$ cat src/rtl/uart_rx.sv
// UART receiver: 16x oversampled, LSB first, configurable data/stop length.
// Holds one received word behind a valid/ready handshake.
module uart_rx #(
  parameter int DATA_BITS = 8,
  parameter int SB_TICKS  = 16
) (
  input  logic                 clock,
  input  logic                 reset,
  input  logic                 s_tick,
  input  logic                 rx,
  output logic [DATA_BITS-1:0] rx_data,
  output logic                 rx_valid,
  input  logic                 rx_ready,
  output logic                 frame_err,
  output logic                 overrun,
  output logic                 busy
);

  localparam int SW = (SB_TICKS > 16) ? 5 : 4;

  localparam logic [SW-1:0] S_MID  = SW'(7);
  localparam logic [SW-1:0] S_BIT  = SW'(15);
  localparam logic [SW-1:0] S_STOP = SW'(SB_TICKS - 1);
  localparam logic [2:0]    N_LAST = 3'(DATA_BITS - 1);

  typedef enum logic [2:0] {
    IDLE,
    START,
    DATA,
    STOP,
    BREAK
  } state_t;

  state_t               state;
  logic [SW-1:0]        s;
  logic [2:0]           n;
  logic [DATA_BITS-1:0] shreg;
  logic                 rx_meta;
  logic                 rx_sync;
  logic                 stop_hit;
  logic                 good;

  assign stop_hit = (state == STOP) && s_tick && (s == S_STOP);
  assign good     = stop_hit && rx_sync;
  assign busy     = (state != IDLE);

  always_ff @(posedge clock) begin
    if (reset) begin
      rx_meta   <= 1'b1;
      rx_sync   <= 1'b1;
      state     <= IDLE;
      s         <= '0;
      n         <= '0;
      shreg     <= '0;
      frame_err <= 1'b0;
    end else begin
      rx_meta   <= rx;
      rx_sync   <= rx_meta;
      frame_err <= 1'b0;
      unique case (state)
        IDLE: begin
          if (!rx_sync) begin
            state <= START;
            s     <= '0;
          end
        end
        START: begin
          if (s_tick) begin
            if (s == S_MID) begin
              // mid start bit: a high line here was only a glitch
              if (!rx_sync) begin
                state <= DATA;
                s     <= '0;
                n     <= '0;
              end else begin
                state <= IDLE;
              end
            end else begin
              s <= s + SW'(1);
            end
          end
        end
        DATA: begin
          if (s_tick) begin
            if (s == S_BIT) begin
              shreg <= {rx_sync, shreg[DATA_BITS-1:1]};
              s     <= '0;
              if (n == N_LAST) state <= STOP;
              else             n     <= n + 3'd1;
            end else begin
              s <= s + SW'(1);
            end
          end
        end
        STOP: begin
          if (s_tick) begin
            if (s == S_STOP) begin
              if (rx_sync) begin
                state <= IDLE;
              end else begin
                state     <= BREAK;
                frame_err <= 1'b1;
              end
            end else begin
              s <= s + SW'(1);
            end
          end
        end
        BREAK: begin
          if (rx_sync) state <= IDLE;
        end
        default: state <= IDLE;
      endcase
    end
  end

  always_ff @(posedge clock) begin
    if (reset) begin
      rx_data  <= '0;
      rx_valid <= 1'b0;
      overrun  <= 1'b0;
    end else if (good && (!rx_valid || rx_ready)) begin
      rx_data  <= shreg;
      rx_valid <= 1'b1;
    end else if (good) begin
      overrun  <= 1'b1;
    end else if (rx_valid && rx_ready) begin
      rx_valid <= 1'b0;
    end
  end

endmodule

$ cat config.mk
export PLATFORM = sky130hd
export DESIGN_NAME = uart_rx
export DESIGN_NICKNAME = d
export VERILOG_FILES = /design/src/rtl/uart_rx.sv
export SDC_FILE = /design/constraint.sdc
export NUM_CORES = 1
export LEC_CHECK = 0
export CAP_MARGIN = 20
export CORE_UTILIZATION = 45
export DETAILED_ROUTE_END_ITERATION = 16
export GPL_TIMING_DRIVEN = 0
export PLACE_DENSITY_LB_ADDON = 0.2
export SLEW_MARGIN = 20
export SYNTH_ARGS = -nofsm -noshare
export SYNTH_HDL_FRONTEND = slang
export SYNTH_SLANG_ARGS = --single-unit
$ cat constraint.sdc
create_clock -name clock -period 1.95 [get_ports clock]
set_clock_uncertainty 0.2 [all_clocks]
set_input_delay 0.39 -clock clock [delete_from_list [all_inputs] [get_ports clock]]
set_output_delay 0.39 -clock clock [all_outputs]
set_load 0.03 [all_outputs]
==> summary.txt <==
Run status
  • Status: finished with violations
  • Failing checks: design-rule violations

Global route
  • Initial antenna violation count: 0
  • Grt ovf: 0
  • M3 GR Usage: between 6 and 7%
  • Number of global-route vias before repair: 1080
  • Global-route wire length before repair: about 4700 um
  • Largest net degree at the start of global routing: 11
  • Gr usage total: approximately a fifth
  • GRT met1 Usage: around a quarter
  • Met2 Use GR: 29.06%
  • Gr busiest metal: met2

Yosys
  • Post-synthesis cell area: between 1000 and 1500 um2
  • Ys Warns: 0
  • Largest cells by area after synthesis: dfxtp_1 44%, mux2i_1 11%, nor2_1 5.6%
  • Top_reg_cell synth: dfxtp_1
  • FFs w/ async S/R, synth: 0%
  • Syn Area/Cell: 9.576 um2
  • Post-synth EDFFs: 0
  • Cell with the most instances after synthesis: dfxtp_1
  • FF+latch count, synth: 31
  • Yosys top cell area share: 44.09%
  • Yosys cell types: a little over 40
  • Post-synth top cells: 31 x dfxtp_1, 21 x nor2_1, 16 x mux2i_1, 8 x nand2_1, 6 x inv_1
  • Yosys top cell by area: dfxtp_1
  • Synth Instances: 147
  • Post-Synthesis Net Count: between 150 and 200
  • Register area share after synthesis: between 40 and 50%

STA
  • Slew Limit Headroom: roughly two thirds
  • Worst Tran Pin Value: between 500 and 600 ps
  • Final setup vio count: 0
  • Final min period: ~1900 ps
  • Final worst-path cycle share: 97.06%
  • Final-report max-slew violation count: 0
  • Final hold violation count: 0
  • FMAX: about 530 MHz
  • Fin worst setup slack: 57.41 ps

Routing
  • Via count: roughly 1100
  • Router iterations before antenna repair: 10
  • Final ANT Viol Nets: 0
  • Routed WL: 2818 um
  • DR WL/cell: 13.88 um
  • Via density: between 5 and 6
  • Initial DRC Count: 47
  • Remaining DRCs: 2

Clock network
  • Clock slew at reported path FFs: ~90 ps
  • CTS root buf: clkbuf_4
  • Clk Latency, worst-skew pair: around 330 ps
  • Sink Count: 31
  • CTS Hold Bufs: 0
  • TritonCTS clock tree: built
  • Inserted Clock Buffers: 5
  • H-Tree Depth: 2
  • Clock buffer depth: 2

Pwr
  • Overall power: around 1.1 mW
  • Leakage: between 0.7 and 0.8 nW
  • Combinational Power Share: under 10%
  • Switching power total: around 250 uW
  • Clk pwr share: a little over a third
  • Share of power burned in registers: roughly three fifths
  • Worst VDD drop: a little under 0.0005 V
  • Power density cells: roughly 600 nW/um2
  • Pint: 827.3 uW
  • Switch share: a little under a quarter

Worst setup path
  • Buf+Inv Stages, Crit Path: 2
  • Critical Path RT: between 1500 and 2000 ps
  • Crit end category: flop
  • Crit path cell chain: clkdlybuf4s50_1 > and3_4 > and3_1 > buf_4 > mux2i_1 > nor2_1
  • Critical Path Fanout Max: 8
  • CP Launch Type: primary input
  • Critical path type: primary input to flop
  • Slowest stage delay, CP: slightly below 600 ps
  • Slowest cell on crit path: clkdlybuf4s50_1
  • Top Family by Delay on Critical Path: buffers and inverters
  • Arrival @ worst endpoint: around 1900 ps

Die
  • # IOs: 17
  • Die width: 57.93 um
  • Initial Utilization: 49.34%
  • Die Area: about 3400 um2
  • # rows: 19
  • Core Region: around 2900 um2
  • Die H: approximately 58 um

Placement
  • Dpl ws: -303.5 ps
  • Post-DP HPWL: ~2000 um
  • GP Congestion: about 0.83
  • PortBufs: 16

Final layout
  • Nets: 180
  • Layout Area Growth over Synthesis: 27.02%
  • Finished Core Util: 62.68%
  • Layout cells sized above 1: between 20% and 30%
  • Layout filler cell count: ~250
  • # diodes: 0

Min path
  • HP Class: flop to flop

Job
  • # Max-Cap Violations: 0
## repair_timing
action,4_1_cts,5_1_grt
resized for setup,12,21
setup endpoints to repair,22,19
setup buffers,1,1
pin swaps,1,4
endpoints found under the hold margin,0,0
## cell usage in the layout, fill, tap and decap left out, types with 2 or more instances in the layout
cell	Yosys	final
buf_2	2	3
and3_1	3	2
nor2_1	21	20
nand2b_1	2	2
nor2b_1	4	4
clkbuf_1	3	3
nand2_1	8	8
clkdlybuf4s50_1	0	5
a211oi_1	3	3
dfxtp_2	0	3
inv_1	6	6
clkbuf_4	0	5
dfxtp_1	31	28
dlygate4sd2_1	0	2
dlymetal6s2s_1	0	8
or2_2	4	4
a31oi_1	3	3
mux2i_1	16	16
nor3_1	2	2
nor4_1	2	2
ha_4	0	3
buf_4	2	3
o21ai_0	4	4
a21oi_1	4	3
buf_6	2	2
## routing by layer
metal / up-vias / wire length (um) / part of all wire [%]
li1: 568 / - / -
met1: 522 / 1315 / 47
met2: 25 / 1358 / 48
met3: 5 / 107 / 3.8
met4: 0 / 36 / 1.3
met5: - / 0 / 0
## logic make-up (layout without fill, tap and decap cells)
| logic type | after synthesis | after routing | synth area share (%) |
|---|---|---|---|
| and+or+nand+nor | 58 | 58 | 24.09 |
| muxes | 16 | 16 | 11.38 |
| DFF | 31 | 31 | 44.09 |
| adders and majority gates | 3 | 3 | 2.667 |
| AOI/OAI and AO/OA | 24 | 24 | 12.00 |
| buffers and inverters | 15 | 40 | 5.777 |
## power by group through the flow
stage	logic, mW	clock network (mW)	registers (mW)
2_1_floorplan	0.0335	0	0.653
3_3_place_gp	0.0536	0	0.654
3_5_place_dp	0.0543	0	0.654
4_1_cts	0.0553	0.398	0.640
5_1_grt	0.0609	0.424	0.641
6_report	0.0560	0.384	0.641
## path summary, 6_finish.rpt
check | startpoint | endpoint | slack [ps] | cells after the start
hold reg to reg | rx_meta$_SDFF_PP1_ | rx_sync$_SDFF_PP1_ | 220 | 1
setup / recovery | s_tick | shreg[1]$_SDFFE_PP0P_ | 60 | 6
setup reg to reg | n[1]$_SDFFE_PP0P_ | n[0]$_SDFFE_PP0P_ | 70 | 6
hold / removal | rx_meta$_SDFF_PP1_ | rx_sync$_SDFF_PP1_ | 220 | 1
## worst register-to-register path: cells and delay by family (launching register included)
kind | cells | cell delay [ps]
and+or+nand+nor | 2 | 720
DFF | 1 | 350
adders and majority gates | 2 | 320
AOI/OAI and AO/OA | 2 | 230
## flip-flops by register name, indices dropped and copies added (netlist names)
name       count
n              3
state          3
frame_err      1
rx_meta        1
overrun        1
rx_data        8
s              4
rx_sync        1
rx_valid       1
shreg          8
## area by class of cell
| cell class | count | area (um2) | area share, % |
|---|---|---|---|
| Clock buffer | 6 | 51.30 | 2.869 |
| Sequential cell | 31 | 624.3 | 34.92 |
| Clock inverter | 1 | 5.005 | 0.2799 |
| Buffer | 9 | 58.81 | 3.289 |
| Multi-Input combinational cell | 101 | 787.0 | 44.02 |
| Inverter | 6 | 22.52 | 1.260 |
| Tap cell | 31 | 38.79 | 2.169 |
| Timing Repair Buffer | 18 | 200.2 | 11.20 |
## through the flow
stage | cells | hold slack (ps) | TNS [ps] | instance area [um2]
6_report | 203 | 218.9 | 0 | 1788
5_1_grt | 203 | 260.4 | -13.87 | 1788
4_1_cts | 202 | 221.6 | -4.007 | 1708
3_5_place_dp | 194 | 198.7 | -6100 | 1607
3_3_place_gp | 194 | 194.5 | -5491 | 1607
2_1_floorplan | 147 | 189.5 | 0 | 1408
(Power assumes the default switching activity.)
==> variant: new RTL, config.mk and constraints unchanged <==
Set the parameter `SB_TICKS` to 15 (it was 16).
--- a/src/rtl/uart_rx.sv
+++ b/src/rtl/uart_rx.sv
@@ -3,5 +3,5 @@
 module uart_rx #(
   parameter int DATA_BITS = 8,
-  parameter int SB_TICKS  = 16
+  parameter int SB_TICKS  = 15
 ) (
   input  logic                 clock,
Formal check against the unedited RTL: no difference found for any inputs over 10 cycles, from zero or initial values and one cycle with reset high; that may be too few to reach the edited logic, so the function may still have changed.
==> variant against the original RTL <==
- worst setup slack worse by 55 ps
- total power increased by 7.9%
- synthesized cell count is 6.1% higher
- area after synthesis is 3.8% higher
- worst hold slack improved by 7.7 ps
- sequential cell count unchanged
- cell area grew 3.6%
- routed wire length is 9.5% higher
- highest routed layer unchanged
==> variant: results (changes against the original RTL) <==
| Metric | Value |
|---|---|
| Avg WL per Cell | 13.7 microns (-1.7%) |
| Setup Buffers After CTS | 2 (+1) |
| Via density per instance | 5.41 (-2.0%) |
| DR pass1 iterations | 4 (-6) |
| Reg2Reg Setup Slack | 130 ps (+60 ps) |
| Multiplexer area fraction after synthesis | 13.7% (+2.3 points) |
| Setup crit end | busy |
| Share of layout cells above drive strength 1 | 17.6% (-3.9 points) |
| R2r startpoint | s[1]$_SDFFE_PP0P_ |
| Starting DRC count in detailed routing | 34 (-28%) |
| Place WS | -550 ps (-247 ps) |
| Vias in the first global route | 1140 (+5.6%) |
| Xor-xnor portion of the synthesized cell area | 0.599% (+0.60 points) |
| # resized after CTS | 15 (+3) |
| FF-to-FF End | state[0]$_SDFFE_PP0P_ |
| WHS | 227 ps (+7.75 ps) |
| Syn Area/Cell | 9.37 sq um (-2.2%) |
| Reg2Reg Depth | 5 (-1) |
| Final Critical Period | 1950 ps (+54.9 ps) |
| Synth Net Count | 165 (+6.5%) |
| Fin nets | 191 (+6.1%) |
| Distinct cells, synth | 37 (-9.8%) |
| Placed instance count | 216 (+11%) |
| Most area-consuming cells after synthesis | dfxtp_1 (42%), mux2i_1 (14%), nor2_1 (6.2%) |
| CP delay by family, top | flip-flops |
| GRT Util Overall | 19.8% (+0.85 points) |
| Max-slew headroom | 61.5% (-4.6 points) |
| Non-Clock Buffer Count | 29 (+7.4%) |
| Adder-Cell Fraction of Synth Area | 3.42% (+0.76 points) |
| Status | completed |
| Synth cell count leaders | dfxtp_1 (31), nor2_1 (24), mux2i_1 (20) |
| Core Util, Final | 60.2% (-2.5 points) |
| Crit path DAT | 1360 ps (-530 ps) |
| Post-DP HPWL | 2060 microns (+5.9%) |
variant: cell count changes after synthesis, sizes merged, moves of 3 or more:
cell | before | now
a21oi | 4 | 8
mux2i | 16 | 20
nand2b | 2 | 6
a31oi | 3 | 0
inv | 6 | 3
nor2 | 21 | 24
nor2b | 4 | 1
variant: cell families (layout without fill, tap and decap cells):
logic type,Yosys count,count (layout)
flops,31,31
fa+ha+maj,4,4
simple gates,65,65
buf+inv,13,39
compound gates,22,22
mux,20,20
xor+xnor,1,1
variant: routing by layer:
layer  up-vias  routed length, microns  GRT usage [%]
met2        23                    1540           32.3
li1        603                       -              -
met1       589                    1370           23.8
met4         0                      57           8.16
met3         7                     111           6.55
met5         -                       0              0
variant: power breakdown:
| part | switching [mW] | total [mW] | internal, mW |
|---|---|---|---|
| sequential | 0.00576 | 0.641 | 0.635 |
| combinational | 0.0305 | 0.0539 | 0.0235 |
| clock | 0.207 | 0.471 | 0.264 |
| total | 0.243 | 1.17 | 0.923 |
